[src/rtl/decode_issue_stage_pkg.sv]
// Shared constants, field positions and decoded-instruction record for the decode/issue stage.
package decode_issue_stage_pkg;

    localparam logic [5:0] OP_RTYPE  = 6'd0;
    localparam logic [5:0] FUNCT_ADD = 6'd0;
    localparam logic [5:0] FUNCT_SUB = 6'd2;
    localparam logic [5:0] FUNCT_XOR = 6'd10;

    localparam int unsigned OP_MSB    = 31;
    localparam int unsigned OP_LSB    = 26;
    localparam int unsigned RS_MSB    = 25;
    localparam int unsigned RS_LSB    = 21;
    localparam int unsigned RT_MSB    = 20;
    localparam int unsigned RT_LSB    = 16;
    localparam int unsigned RD_MSB    = 15;
    localparam int unsigned RD_LSB    = 11;
    localparam int unsigned FUNCT_MSB = 5;
    localparam int unsigned FUNCT_LSB = 0;
    localparam int unsigned IMM_MSB   = 15;
    localparam int unsigned IMM_LSB   = 0;

    typedef struct packed {
        logic [5:0]  opcode;
        logic [5:0]  funct;
        logic [4:0]  regnum0;
        logic [4:0]  regnum1;
        logic [4:0]  regnum2;
        logic        we0;
        logic        alusrc;
        logic        illegal;
        logic [31:0] imm;
    } dec_t;

    // Full decode of one instruction word; regnums at or above nregs flag it illegal
    // and suppress the destination write.
    function automatic dec_t decode_inst(input logic [31:0] inst, input int unsigned nregs);
        dec_t       d;
        logic       rtype;
        logic [4:0] rs;
        logic [4:0] rt;
        logic [4:0] rd;
        rtype     = (inst[OP_MSB:OP_LSB] == OP_RTYPE);
        rs        = inst[RS_MSB:RS_LSB];
        rt        = inst[RT_MSB:RT_LSB];
        rd        = inst[RD_MSB:RD_LSB];
        d.opcode  = inst[OP_MSB:OP_LSB];
        d.funct   = inst[FUNCT_MSB:FUNCT_LSB];
        d.regnum0 = rs;
        d.regnum1 = rtype ? rt : 5'd0;
        d.regnum2 = rtype ? rd : rt;
        d.alusrc  = !rtype;
        d.imm     = {{16{inst[IMM_MSB]}}, inst[IMM_MSB:IMM_LSB]};
        d.illegal = (32'(d.regnum0) >= nregs) || (32'(d.regnum1) >= nregs) ||
                    (32'(d.regnum2) >= nregs);
        d.we0     = (d.regnum2 != 5'd0) && !d.illegal;
        return d;
    endfunction

endpackage

[src/rtl/reg_scoreboard.sv]
// Per-register pending-write scoreboard with writeback bypass on both read ports.
module reg_scoreboard
    import decode_issue_stage_pkg::*;
#(
    parameter int unsigned NREGS = 16
) (
    input  logic       clk,
    input  logic       rst_n,
    input  logic       set_en,
    input  logic [4:0] set_reg,
    input  logic       clr_en,
    input  logic [4:0] clr_reg,
    input  logic [4:0] rd_reg0,
    input  logic [4:0] rd_reg1,
    output logic       rd_pend0,
    output logic       rd_pend1
);

    logic [NREGS-1:0] pend_q;
    logic [NREGS-1:0] pend_d;
    logic [NREGS-1:0] set_mask;
    logic [NREGS-1:0] clr_mask;
    logic [NREGS-1:0] pend_eff;

    // Masks start at index 1 so r0 and out-of-range numbers never touch the vector;
    // the set is applied after the clear so a same-cycle set wins.
    always_comb begin
        set_mask = '0;
        clr_mask = '0;
        rd_pend0 = 1'b0;
        rd_pend1 = 1'b0;
        for (int unsigned i = 1; i < NREGS; i++) begin
            if (set_en && (32'(set_reg) == i)) set_mask[i] = 1'b1;
            if (clr_en && (32'(clr_reg) == i)) clr_mask[i] = 1'b1;
        end
        pend_eff = pend_q & ~clr_mask;
        pend_d   = pend_eff | set_mask;
        for (int unsigned i = 1; i < NREGS; i++) begin
            if (32'(rd_reg0) == i) rd_pend0 = pend_eff[i];
            if (32'(rd_reg1) == i) rd_pend1 = pend_eff[i];
        end
    end

    // Pending vector register.
    always_ff @(posedge clk or negedge rst_n) begin
        if (!rst_n) pend_q <= '0;
        else        pend_q <= pend_d;
    end

endmodule

[src/rtl/decode_issue_stage.sv]
// Decode/issue stage: one-entry IF/ID register, registered decode, RAW stall and issue handshake.
module decode_issue_stage
    import decode_issue_stage_pkg::*;
#(
    parameter int unsigned NREGS   = 16,
    parameter int unsigned STALL_W = 16
) (
    input  logic               CLK,
    input  logic               RST_N,
    input  logic               inst_valid,
    input  logic [31:0]        INST,
    output logic               inst_ready,
    input  logic               flush,
    output logic               out_valid,
    input  logic               out_ready,
    output logic [5:0]         opcode,
    output logic [5:0]         funct,
    output logic [4:0]         REGNUM0,
    output logic [4:0]         REGNUM1,
    output logic [4:0]         REGNUM2,
    output logic               WE0,
    output logic               ALUsrc,
    output logic [31:0]        imm_i,
    output logic               illegal,
    input  logic               wb_valid,
    input  logic [4:0]         wb_regnum,
    output logic [STALL_W-1:0] stall_cnt
);

    dec_t               dec_q;
    dec_t               dec_d;
    logic               held_valid_q;
    logic               held_valid_d;
    logic [STALL_W-1:0] stall_cnt_q;
    logic [STALL_W-1:0] stall_cnt_d;
    logic               pend_a;
    logic               pend_b;
    logic               hazard;
    logic               issue;
    logic               capture;

    reg_scoreboard #(.NREGS(NREGS)) u_scoreboard (
        .clk      (CLK),
        .rst_n    (RST_N),
        .set_en   (issue && dec_q.we0),
        .set_reg  (dec_q.regnum2),
        .clr_en   (wb_valid),
        .clr_reg  (wb_regnum),
        .rd_reg0  (dec_q.regnum0),
        .rd_reg1  (dec_q.regnum1),
        .rd_pend0 (pend_a),
        .rd_pend1 (pend_b)
    );

    assign hazard = pend_a || ((dec_q.opcode == OP_RTYPE) && pend_b);

    // Handshake, capture/issue decisions and next-state for the held entry and stall counter.
    always_comb begin
        out_valid    = held_valid_q && !hazard && !flush;
        issue        = out_valid && out_ready;
        inst_ready   = !held_valid_q || issue;
        capture      = inst_valid && inst_ready && !flush;
        held_valid_d = held_valid_q;
        dec_d        = dec_q;
        stall_cnt_d  = stall_cnt_q;
        if (flush)        held_valid_d = 1'b0;
        else if (capture) held_valid_d = 1'b1;
        else if (issue)   held_valid_d = 1'b0;
        if (capture) dec_d = decode_inst(INST, NREGS);
        if (held_valid_q && hazard && !flush && (stall_cnt_q != '1))
            stall_cnt_d = stall_cnt_q + STALL_W'(1);
    end

    // IF/ID register, decoded fields and stall counter.
    always_ff @(posedge CLK or negedge RST_N) begin
        if (!RST_N) begin
            held_valid_q <= 1'b0;
            dec_q        <= '0;
            stall_cnt_q  <= '0;
        end else begin
            held_valid_q <= held_valid_d;
            dec_q        <= dec_d;
            stall_cnt_q  <= stall_cnt_d;
        end
    end

    assign opcode    = dec_q.opcode;
    assign funct     = dec_q.funct;
    assign REGNUM0   = dec_q.regnum0;
    assign REGNUM1   = dec_q.regnum1;
    assign REGNUM2   = dec_q.regnum2;
    assign WE0       = dec_q.we0;
    assign ALUsrc    = dec_q.alusrc;
    assign imm_i     = dec_q.imm;
    assign illegal   = dec_q.illegal;
    assign stall_cnt = stall_cnt_q;

endmodule

[config.mk]
export PLATFORM = sky130hd
export DESIGN_NAME = decode_issue_stage
export DESIGN_NICKNAME = d
export VERILOG_FILES = /design/src/rtl/decode_issue_stage_pkg.sv /design/src/rtl/reg_scoreboard.sv /design/src/rtl/decode_issue_stage.sv
export SDC_FILE = /design/constraint.sdc
export NUM_CORES = 1
export LEC_CHECK = 0
export ABC_AREA = 1
export BUFFER_PORTS_ARGS = -buffer_cell sky130_fd_sc_hd__buf_2
export CORE_MARGIN = 5
export CORE_UTILIZATION = 55
export DETAILED_ROUTE_END_ITERATION = 10
export PLACE_DENSITY = 0.85
export SYNTH_ARGS = -nofsm -noshare
export SYNTH_HDL_FRONTEND = slang
export SYNTH_SLANG_ARGS = --single-unit
[constraint.sdc]
create_clock -name CLK -period 4.46 [get_ports CLK]
set_input_delay 0.446 -clock CLK [delete_from_list [all_inputs] [get_ports CLK]]
set_output_delay 0.446 -clock CLK [all_outputs]
set_load 0.05 [all_outputs]
==> results.toml, run 1 <==
[run_status]
outcome = "finished clean"

[detailed_routing]
wire_per_inst_um = 14.00
viasPerCell = 5.192
ant_nets = 0
wl_mm = 10.79
drc = 0
wl_met2_mm = 5.230
vias = 4003
dr.pass1.iters = 5
drt_iter0_markers = 280
route.met3.wl_um = 797
wl_met1_mm = 4.539
highest_layer = "met4"

[global_route]
first_global_vias = 3839
grt_max_degree = 41
antenna_found_initial = 0
globalRouteOverflowTotal = 0
grt_first_pass_wirelength_mm = 18.15
grtUsageTotal = 0.2306

[timing]
post-route-period-util = 0.6902
finalHoldViolCount = 0
fin_tns_setup_ns = 0
maxSlewHeadroom = 0.3589
worst_pin_slew_ns = 0.9590
final_max_slew_viol_count = 0
rsz0062_at_grt = "false"
whs_ns = 0.1561
setup_viol = 0
fin_skew_ns = 0.01228
period_needed_ns = 3.078
fmax_ghz = 0.3248

[placed_design]
gpl.final_weighted_congestion = 0.9476
place_area_um2 = 4661
io_buffers = 122
dp_hpwl_mm = 8.252

[logic_synthesis]
synth_edf_count = 0
ys_ff_latch = 72
async_reset_ff_frac = 1.000
yosys_warnings = 0
synth_cell_types = 33
syn_area_um2 = 4198
synth_most_common_cell = "nand2_1"
synth-main-ff-cell = "dfrtp_1"
synth_top_area_cell = "dfrtp_1"
syn_inst = 573
yosys.area.top_type_share = 0.4292
ys_seq_area_frac = 0.4292
syn-num-nets = 617
avgSynthCellArea_um2 = 7.326
synth_area_leaders = "dfrtp_1 43%, nand2_1 14%, nand3_1 9.8%, inv_1 5.5%, buf_4 4.8%"
synth_common_cells = "162 x nand2_1, 82 x nand3_1, 72 x dfrtp_1"

[floorplan]
rows = 31
initial_core_util = 0.5726
dieArea_um2 = 9480
core-area_um2 = 7331
die_w_um = 97.37
die_h_um = 97.37
ios = 123

[setup_path]
r2r-start = "REGNUM1[4]"
cp-start-kind = "flip-flop"
crit_fanout = 16
critPathCaptureType = "output port"
crit_type = "reg -> out"
critPathLaunch = "REGNUM0[0]"
cp.required_ns = 4.01
arrival_ns = 2.63

[cells_and_area]
insertedDiodeCount = 0
drive_gt1_frac = 0.2336
fin_area_um2 = 4870
nets = 712
area_growth_pct = 16.01

[clock_network]
cts.sinks = 72
htree_levels = 3
cts_setup_buffers = 0
clockRootBuffer = "clkbuf_8"
cts_tree = "done"
clk_path_buf_depth = 2
post_cts_resize_count = 0
cts_made_buffers = 9
path_clk_slew_ns = 0.08
insertion_delay_ns = 0.34
hold_buffers = 0

[job]
drv_cap = 0

[power_and_ir_drop]
powerDensity_nw_per_um2 = 430.0
leakagePower_nw = 2.649
max-vdd-ir-drop_v = 0.0003064
finalPower_w = 0.002094

[hold_path]
hold_class = "in -> async"
## cell type report
class | instances | area (um^2)
clock buffers | 9 | 123.9
inverters | 67 | 251.5
fillers | 670 | 2461
clock inverters | 6 | 85.08
repair buffers | 125 | 633.1
flip-flops and latches | 72 | 1802
well taps | 99 | 123.9
multi-input cells | 393 | 1851
## cells by family after synthesis
family / after synthesis / share of synthesized area
simple gates: 341 / 0.3592
buf+inv: 108 / 0.1305
flops: 72 / 0.4292
compound gates: 38 / 0.05097
xor+xnor: 13 / 0.02712
fa+ha+maj: 1 / 0.002980
## cells in the final DEF, fill, tap and decap left out, types with 3 or more instances in the layout
cell,Yosys,layout
inv_2,4,4
o21ai_2,3,3
clkbuf_8,0,9
buf_2,2,122
a21oi_1,8,8
or3_1,4,4
nor3_1,12,12
xnor2_1,8,8
inv_1,62,62
o21ai_0,7,7
dfrtp_1,72,72
nand2_1,162,162
nand4_1,12,12
o21ai_1,16,16
buf_4,27,3
nor4_1,6,6
xor2_1,5,5
nand3_1,82,82
nor2_1,54,53
## critical path, cell delays in order (launching register included)
cell	delay (ns)
dfrtp_1	0.48
inv_1	0.13
nor2_1	0.07
inv_1	0.10
o21ai_1	0.08
nor2_1	0.10
nand2_1	0.06
nand3_1	0.07
nand4_1	0.07
nor2_1	0.10
nand4_1	0.10
nor2_2	0.13
nand4_2	0.16
nand2_2	0.30
buf_2	0.33
## layer usage
| metal | vias up | GRT usage |
|---|---|---|
| li1 | 1998 | - |
| met4 | 0 | 0.08626 |
| met2 | 145 | 0.3711 |
| met3 | 23 | 0.05743 |
| met1 | 1837 | 0.3006 |
| met5 | - | 0 |
## worst paths after layout
check / to / slack, ns / depth (start not counted)
max: inst_ready / 1.38 / 14
min: stall_cnt[11] / 0.16 / 1
max reg2reg: stall_cnt[8] / 1.38 / 16
min reg2reg: imm_i[10] / 0.48 / 2
max in group asynchronous: REGNUM2[3] / 3.30 / 2
min in group CLK: held_valid_q / 0.30 / 2
## per-stage QoR
stage            util  std cells  setup WS, ns
2_1_floorplan       -        573         1.726
3_3_place_gp   0.6358        756         1.375
3_5_place_dp   0.6358        756         1.346
4_1_cts        0.6643        771         1.372
5_1_grt        0.6643        771        0.9967
6_report       0.6643        771         1.382
## flip-flops by register name, summed over array words and instances, names as in the netlist, 5 cells and up
| signal | cells |
|---|---|
| imm_i | 11 |
| opcode | 6 |
| stall_cnt | 16 |
| REGNUM1 | 5 |
| u_scoreboard.pend_q | 15 |
| REGNUM2 | 5 |
| REGNUM0 | 5 |
| funct | 5 |
## power breakdown
part	internal [W]	total [W]	switching, W
Combinational	0.000158	0.000738	0.000580
Sequential	0.000728	0.000808	0.0000797
Clock	0.000310	0.000549	0.000239
Total	0.00120	0.00209	0.000899
Power figures use the tool's default switching activity.
==> run 2: changes to the inputs <==
Settings changed: CORE_UTILIZATION 55 to 52, PLACE_DENSITY 0.85 to 0.81.
Clock period 4.46 ns to 3.15 ns, I/O delays scaled along.
==> results.toml, run 2 (synthesized netlist as in run 1, its figures left out) <==
[timing]
whs_ns = 0.09376
finalHoldViolCount = 0
rsz0062_at_grt = "false"
setup_viol = 0
worst_pin_slew_ns = 0.9157
post-route-period-util = 0.9058
fin_skew_ns = 0.01640
final_max_slew_viol_count = 0
fin_tns_setup_ns = 0
fmax_ghz = 0.3505
period_needed_ns = 2.853
maxSlewHeadroom = 0.3896

[power_and_ir_drop]
max-vdd-ir-drop_v = 0.0005049
powerDensity_nw_per_um2 = 603.5
leakagePower_nw = 2.657

[cells_and_area]
insertedDiodeCount = 0
layout_commonest_cell = "nand2_1"
layout_common_cells = "162 x nand2_1, 121 x buf_2, 82 x nand3_1"
drive_gt1_frac = 0.2344
area_growth_pct = 16.39
final_cells = 776
nets = 713
fin_area_um2 = 4886
largest_reg_flops = 16

[detailed_routing]
dr.pass1.iters = 4
ant_nets = 0
vias = 3929
wire_per_inst_um = 13.62
wl_mm = 10.57
drc = 0
viasPerCell = 5.063
drt_iter0_markers = 191

[floorplan]
die_h_um = 99.85
die_w_um = 99.85
ios = 123
rows = 32
core-area_um2 = 7807
initial_core_util = 0.5377
dieArea_um2 = 9969

[clock_network]
cts_made_buffers = 9
clockRootBuffer = "clkbuf_8"
htree_levels = 3
cts_tree = "done"
cts.sinks = 72
hold_buffers = 0
clk_path_buf_depth = 2
path_clk_slew_ns = 0.07
insertion_delay_ns = 0.35

[global_route]
first_global_vias = 3568
grt_max_degree = 73
globalRouteOverflowTotal = 0
antenna_found_initial = 0
grtUsageTotal = 0.2152
grt_first_pass_wirelength_mm = 17.31

[placed_design]
place_area_um2 = 4674
io_buffers = 122
gpl.final_weighted_congestion = 0.9234
dp_hpwl_mm = 8.043
dp_cells = 760

[setup_path]
cp-start-kind = "flip-flop"
critPathCaptureType = "output port"
arrival_ns = 2.54
cp.required_ns = 2.83
crit_fanout = 15
crit_type = "reg -> out"

[run_status]
outcome = "finished clean"

[hold_path]
hold_class = "in -> async"

[job]
drv_cap = 0
-- run 2: changes by cell type in the layout (fill, tap and decap cells not counted), sizes merged --
cell / delta
buf: +1
bufinv: -1
clkbuf: +3
clkinv: -1
clkinvlp: -1
inv: +1
-- run 2: report_power, final --
group | leakage, nW | total, W | internal [W] | switching [W]
sequential | 0.937 | 0.00114 | 0.00103 | 0.000114
clock | 0.103 | 0.000753 | 0.000411 | 0.000342
combinational | 1.62 | 0.00105 | 0.000224 | 0.000826
-- run 2: critical path: stages (launching register included) --
cell and delay (ns):
dfrtp_1 0.48, inv_1 0.13, nor2_1 0.07, inv_1 0.10, o21ai_1 0.07, nor2_1 0.11
nand2_1 0.06, nand3_1 0.06, nand4_1 0.08, nor2_1 0.09, nand4_1 0.11, nor2_2 0.14
nand4_2 0.17, nand2_4 0.21, buf_2 0.30
-- run 2: cell type report --
cell class | count | area (um^2)
Fill cell | 735 | 2922
Multi-Input combinational cell | 393 | 1856
Sequential cell | 72 | 1802
Timing Repair Buffer | 126 | 643.1
Inverter | 67 | 251.5
Clock buffer | 12 | 155.1
Tap cell | 102 | 127.6
Clock inverter | 4 | 51.30
-- run 2: layer usage --
metal  vias to the layer above  track usage  part of all wire
li1                       2006            -                 -
met1                      1793       0.2959              0.44
met2                       119       0.3402              0.48
met3                        11      0.04726             0.066
met4                         0      0.06828             0.015
met5                         -            0                 0
-- run 2: repair_timing --
action	CTS	global route
endpoints found under the setup margin	0	1
setup buffers	0	0
resized for setup	0	1
endpoints found under the hold margin	0	0
-- run 2: worst paths after layout --
kind                            start                 endpoint  slack (ns)  cells after the start
hold / removal                  RST_N  u_scoreboard.pend_q[14]        0.09                      1
setup / recovery           REGNUM0[0]               inst_ready        0.30                     14
min in group CLK                flush             held_valid_q        0.17                      2
hold reg to reg              imm_i[6]                 imm_i[6]        0.47                      2
setup reg to reg           REGNUM1[0]             stall_cnt[2]        0.55                     18
max in group asynchronous       RST_N             stall_cnt[8]        2.46                      1
-- run 2: per-stage QoR --
stage	power (W)	util	worst slack [ns]
global route	0.003099	0.6258	0.03649
finish	0.002949	0.6258	0.2969
detailed placement	0.002218	0.5987	0.3408
floorplan	0.002000	-	0.5466
CTS	0.002968	0.6252	0.2195
global placement	0.002189	0.5987	0.4323
